**config.mk**
```make
export PLATFORM = sky130hd
export DESIGN_NAME = dff_tester
export DESIGN_NICKNAME = d
export VERILOG_FILES = /design/src/rtl/dff_tester_pkg.sv /design/src/rtl/dff_tester_sync.sv /design/src/rtl/dff_tester.sv
export SDC_FILE = /design/constraint.sdc
export NUM_CORES = 1
export LEC_CHECK = 0
export CAP_MARGIN = 20
export CELL_PAD_IN_SITES_DETAIL_PLACEMENT = 1
export CELL_PAD_IN_SITES_GLOBAL_PLACEMENT = 1
export CORE_MARGIN = 2
export CORE_UTILIZATION = 37
export DETAILED_ROUTE_END_ITERATION = 8
export PLACE_DENSITY = 0.8
export SETUP_SLACK_MARGIN = 0.05
export SYNTH_ARGS = -nofsm -noshare
export SYNTH_HDL_FRONTEND = slang
export SYNTH_SLANG_ARGS = --single-unit
export TNS_END_PERCENT = 10
```
**constraint.sdc**
```tcl
create_clock -name clk -period 1.8 [get_ports clk]
set_clock_uncertainty 0.1 [all_clocks]
set_input_delay 0.27 -clock clk [delete_from_list [all_inputs] [get_ports clk]]
set_output_delay 0.27 -clock clk [all_outputs]
set_load 0.02 [all_outputs]
```
**src/rtl/dff_tester_pkg.sv**
```systemverilog
// dff_tester_pkg: states, step encoding and the fixed stimulus table for the DFF tester.
package dff_tester_pkg;
   typedef enum logic [2:0] {IDLE, DRIVE, WAIT, CHECK, DONE} state_t;
   typedef struct packed {
      logic rst;
      logic ce;
      logic d;
      logic oe;
   } step_t;
   localparam int NUM_STEPS = 8;
   localparam step_t STEPS [NUM_STEPS] = '{
      step_t'(4'b1001), step_t'(4'b0111), step_t'(4'b0001), step_t'(4'b0101),
      step_t'(4'b0010), step_t'(4'b0111), step_t'(4'b1101), step_t'(4'b0111)
   };
   // m is {m4,m3,m2,m1}; q1 and q3 are inverted outputs of the DUT
   function automatic logic [3:0] exp_pins(input logic [3:0] m, input logic oe, input logic hiz);
      return oe ? {m[3], ~m[2], m[1], ~m[0]} : {4{hiz}};
   endfunction
endpackage

```
**src/rtl/dff_tester_sync.sv**
```systemverilog
// dff_tester_sync: 2-flop synchronizer for the asynchronous DUT output pins.
module dff_tester_sync (
   input  logic       clk,
   input  logic       rstin_n,
   input  logic [3:0] d,
   output logic [3:0] q
);
   logic [3:0] s1;
   always_ff @(posedge clk or negedge rstin_n)
      if (!rstin_n) {q, s1} <= 8'h00;
      else          {q, s1} <= {s1, d};
endmodule

```
**src/rtl/dff_tester.sv**
```systemverilog
// dff_tester: drives an external DFF through a fixed 8-step sequence and checks its pins.
module dff_tester
   import dff_tester_pkg::*;
#(
   parameter int   SETTLE  = 4,
   parameter logic HIZ_VAL = 1'b1
) (
   input  logic       clk,
   input  logic       rstin_n,
   input  logic       start,
   input  logic [3:0] dut_q,
   output logic       dut_d,
   output logic       dut_rst,
   output logic       dut_ce,
   output logic       dut_oe,
   output logic       busy,
   output logic       done,
   output logic       pass,
   output logic [7:0] err_count,
   output logic       fail_valid,
   output logic [2:0] fail_step,
   output logic [3:0] fail_bits
);
   state_t     state_r, state_n;
   logic [3:0] cnt, m, q_s, diff;
   logic [2:0] step, step_n;

   dff_tester_sync u_sync (.clk(clk), .rstin_n(rstin_n), .d(dut_q), .q(q_s));

   always_ff @(posedge clk or negedge rstin_n)
      if (!rstin_n) state_r <= IDLE;
      else          state_r <= state_n;

   always_comb begin
      state_n = state_r;
      case (state_r)
         IDLE, DONE: state_n = start ? DRIVE : state_r;
         DRIVE:      state_n = WAIT;
         WAIT:       state_n = (cnt == 4'(SETTLE - 1)) ? CHECK : WAIT;
         CHECK:      state_n = (step == 3'(NUM_STEPS - 1)) ? DONE : DRIVE;
         default:    state_n = IDLE;
      endcase
   end

   always_comb begin
      busy = state_r inside {DRIVE, WAIT, CHECK};
      done = state_r == DONE;
      pass = done && err_count == 8'd0;
   end

   assign step_n = (state_r == CHECK) ? step + 3'd1 : 3'd0;
   assign diff   = exp_pins(m, dut_oe, HIZ_VAL) ^ q_s;

   // the reference model captures with the DUT, on the edge that ends DRIVE
   always_ff @(posedge clk or negedge rstin_n)
      if (!rstin_n) begin
         cnt        <= 4'd0;
         step       <= 3'd0;
         {dut_rst, dut_ce, dut_d, dut_oe} <= 4'b1000;
         m          <= 4'b1001;
         err_count  <= 8'd0;
         fail_valid <= 1'b0;
         fail_step  <= 3'd0;
         fail_bits  <= 4'd0;
      end else begin
         cnt <= (state_r == WAIT) ? cnt + 4'd1 : 4'd0;
         if (state_n == DRIVE) begin
            step <= step_n;
            {dut_rst, dut_ce, dut_d, dut_oe} <= STEPS[step_n];
         end
         if (state_r == DRIVE) m <= dut_rst ? 4'b1001 : dut_ce ? {4{dut_d}} : m;
         if (state_n == DRIVE && state_r != CHECK) begin
            err_count  <= 8'd0;
            fail_valid <= 1'b0;
            fail_step  <= 3'd0;
            fail_bits  <= 4'd0;
         end else if (state_r == CHECK && |diff) begin
            err_count <= (err_count == 8'hFF) ? err_count : err_count + 8'd1;
            if (!fail_valid) begin
               fail_valid <= 1'b1;
               fail_step  <= step;
               fail_bits  <= diff;
            end
         end
      end
endmodule

```
==> impl_metrics.csv <==
group,metric,value,unit
pwr,leakage,1.25,nW
worst_setup_path,rr_endpoint,"err_count[7]",
yosys,synth-edff-count,0,
worst_setup_path,data_arrival_time_of_the_critical_path,2.10,ns
yosys,syn-instance-count,184,
yosys,synth.area.top_cells,"sky130_fd_sc_hd__dfrtp_1 50%, sky130_fd_sc_hd__nand2_1 4.0%, sky130_fd_sc_hd__nor2_1 3.6%",
placement,dp.final_hpwl,3.60,mm
clock_network,clk_path_buf_depth,2,
pwr,total_power,3.96,mW
worst_setup_path,path_max_fanout,6,
detailed_routing,wire_per_inst,15.1,µm
timing,setup-violations-final,8,
clock_network,tritoncts_clock_tree,"built",
detailed_routing,detail_route.vias_per_cell,5.06,
detailed_routing,drtPass1Iterations,4,
yosys,synthDistinctLibCells,44,
detailed_routing,drt-total-wl,4.94,mm
yosys,cell_taking_the_most_area_after_synthesis,"sky130_fd_sc_hd__dfrtp_1",
final_layout,fraction_of_the_core_area_covered_by_cells_at_the_end_of_the_flow,54.7,%
clock_network,clkSinkCount,40,
yosys,post-synth-top-count-cell,"sky130_fd_sc_hd__dfrtp_1",
global_routing,grt_max_degree,23,
yosys,async_flop_share,100,%
clock_network,cts-root-buf,"sky130_fd_sc_hd__clkbuf_8",
run_status,failed_checks,"negative setup slack",
clock_network,cts-htree-levels,2,
timing,timing.max_slew.rel_slack,66.8,%
worst_setup_path,reg2reg_depth,6,
detailed_routing,ant_nets,0,
detailed_routing,drc_errors,0,
global_routing,grt_antenna_before_repair,0,
floorplan,dieHeight,75.6,µm
timing,fmax,506,MHz
final_layout,multi_input_comb_area,928,µm²
worst_setup_path,worst-endpoint-required,1.93,ns
timing,timing.final.hold_violations,0,
timing,final_critical_path_setup_slack,-0.175,ns
placement,placement.io_buffers,29,
timing,period_minus_slack,1.97,ns
placement,routabilityCongestion,0.853,
final_layout,layout_overhead_on_the_synthesized_area,45.4,%
worst_setup_path,start_kind,"register",
final_layout,n_antenna_cell,0,
final_layout,post_route_cells_drive_above_1_share,32.4,%
detailed_routing,routed-via-count,1651,
yosys,synth.net_count,196,
yosys,netlist.area_leader.share,50.1,%
floorplan,pin_count,30,
final_layout,layout.nets,267,
floorplan,floorplan.die.width,75.6,µm
worst_setup_path,timing.setup.critical_path_class,"register to register",
clock_network,clkTransAtPathRegs,0.08,ns
run_status,status,"complete, but fails checks",
yosys,ffs_latches_synth,40,
final_layout,seq_area,0.00101,mm²
clock_network,clk-insertion-delay-late,0.30,ns
worst_hold_path,worst_hold_path.endpoint,"u_sync.q[1]",
yosys,yosys_most_used_dff,"sky130_fd_sc_hd__dfrtp_1",
global_routing,global_router_s_overall_resource_usage,19.7,%
pwr,power_density,1440,mW/mm²
yosys,synth_area_per_cell,10.3,µm²
worst_hold_path,hold_path_depth,0,
timing,tightest_slew,0.498,ns
yosys,sequential_share_of_the_synthesized_area,52.9,%
timing,drv_slew,0,
yosys,synth.cell_area,0.00190,mm²
floorplan,floorplan.rows,26,
timing,post-route-period-util,110,%
final_layout,final.fill_count,575,
floorplan,floorplan.core_area,0.00504,mm²
clock_network,cts_buf_count,5,
global_routing,grt_first_pass_wirelength,8.32,mm
yosys,top_post_synthesis_cells_by_count,"38 x sky130_fd_sc_hd__dfrtp_1, 20 x sky130_fd_sc_hd__nand2_1, 18 x sky130_fd_sc_hd__nor2_1, 11 x sky130_fd_sc_hd__a21oi_1, 9 x sky130_fd_sc_hd__inv_1",
global_routing,grt_remaining_overflow,0,
pwr,irDropWorstVdd,750,µV
detailed_routing,drt_iter0_markers,44,
worst_hold_path,min-delay-path-class,"register to register",
worst_hold_path,min-delay-start,"u_sync.s1[1]",
timing,unrepaired_setup_endpoints_after_global_routing,"yes",
yosys,synth.yosys.warnings,0,
floorplan,start_util,37.6,%
worst_setup_path,setup.worst_path.end_class,"register",
job,timing.max_cap.violations,0,
global_routing,grt_pass1_vias,1760,
worst_setup_path,rr_startpoint,"m[0]",
worst_setup_path,r2r_slack,-0.17,ns
floorplan,floorplan_die_area,0.00572,mm²
[worst max-delay path, cell delays in order, from the launching register on]
cell                       delay (ns)
sky130_fd_sc_hd__dfstp_2         0.59
sky130_fd_sc_hd__nor2b_1         0.06
sky130_fd_sc_hd__o211ai_1        0.24
sky130_fd_sc_hd__a32oi_2         0.18
sky130_fd_sc_hd__buf_4           0.19
sky130_fd_sc_hd__or4_4           0.41
sky130_fd_sc_hd__a21oi_2         0.13
[cell usage in the layout (no fill, tap or decap), drive strengths merged, types with 4 or more instances in the layout]
cell | Yosys | routed
a21oi | 11 | 11
buf | 3 | 44
clkbuf | 3 | 6
clkdlybuf4s50 | 0 | 15
dfrtp | 38 | 38
dlygate4sd2 | 0 | 9
ha | 5 | 5
inv | 9 | 10
nand2 | 20 | 20
nand3 | 8 | 8
nor2 | 18 | 18
nor2b | 4 | 4
o21ai | 7 | 7
o31ai | 7 | 7
xnor2 | 7 | 7
[report_power, final]
group	total (mW)	switching (mW)	internal [mW]
clock	0.755	0.338	0.418
sequential	1.32	0.199	1.12
combinational	1.88	0.992	0.891
total	3.96	1.53	2.43
[cell families (layout without fill, tap and decap cells)]
family | Yosys count | after routing | synth area share, %
xor+xnor | 9 | 9 | 4.16
flops | 40 | 40 | 52.9
fa+ha+maj | 5 | 5 | 3.30
simple gates | 69 | 69 | 18.6
compound gates | 42 | 42 | 15.6
mux | 4 | 4 | 2.18
buf+inv | 15 | 87 | 3.30
[worst max path at each step]
stage | from | to | slack, ns | cells past startpoint
4_1_cts | m[0] | err_count[7] | -0.18 | 6
2_1_floorplan | m[0] | err_count[1] | 0.03 | 5
3_5_place_dp | state_r[1] | pass | -0.18 | 6
3_3_place_gp | state_r[1] | pass | -0.15 | 6
5_1_grt | m[0] | err_count[7] | -0.27 | 6
6_report | m[0] | err_count[7] | -0.17 | 6
[per-layer routing]
| metal | track usage (%) | share of wire (%) |
|---|---|---|
| met3 | 3.97 | 2.5 |
| met4 | 7.60 | 1.7 |
| met1 | 23.8 | 43 |
| met2 | 34.6 | 52 |
| met5 | 0 | 0 |
[flip-flops by register name, indices dropped and copies added, names as in the netlist]
signal / cells
err_count: 8
cnt: 4
fail_bits: 4
u_sync.q: 4
u_sync.s1: 4
fail_step: 3
state_r: 3
step: 3
m: 2
dut_ce: 1
dut_d: 1
dut_oe: 1
dut_rst: 1
fail_valid: 1
[per-stage QoR]
stage | setup TNS, ns | instance area [µm²] | hold slack, ns | cells | setup slack (ns)
2_1_floorplan | 0 | 1940 | -0.126 | 184 | 0.0281
3_3_place_gp | -0.690 | 2590 | 0.164 | 316 | -0.148
3_5_place_dp | -1.27 | 2590 | 0.167 | 316 | -0.176
4_1_cts | -0.755 | 2730 | 0.258 | 326 | -0.178
5_1_grt | -1.78 | 2760 | 0.261 | 326 | -0.275
6_report | -0.696 | 2760 | 0.255 | 326 | -0.175
[area by class of cell]
cell class | count | share of cell area, %
inverter | 9 | 1.23
clock buffer | 5 | 2.50
clock inverter | 3 | 1.68
sequential | 40 | 36.6
timing repair buffer | 70 | 21.2
tap | 70 | 3.18
multi-input combinational | 129 | 33.7
[timing repair]
item / in CTS / in global routing
pin swaps: 5 / 2
setup buffers: 1 / 0
gates resized for setup: 26 / 12
hold buffers: 1 / 0
setup endpoints to repair: 30 / 20
hold endpoints to repair: 19 / 0
Note: power is estimated with default switching activity, not from simulation.
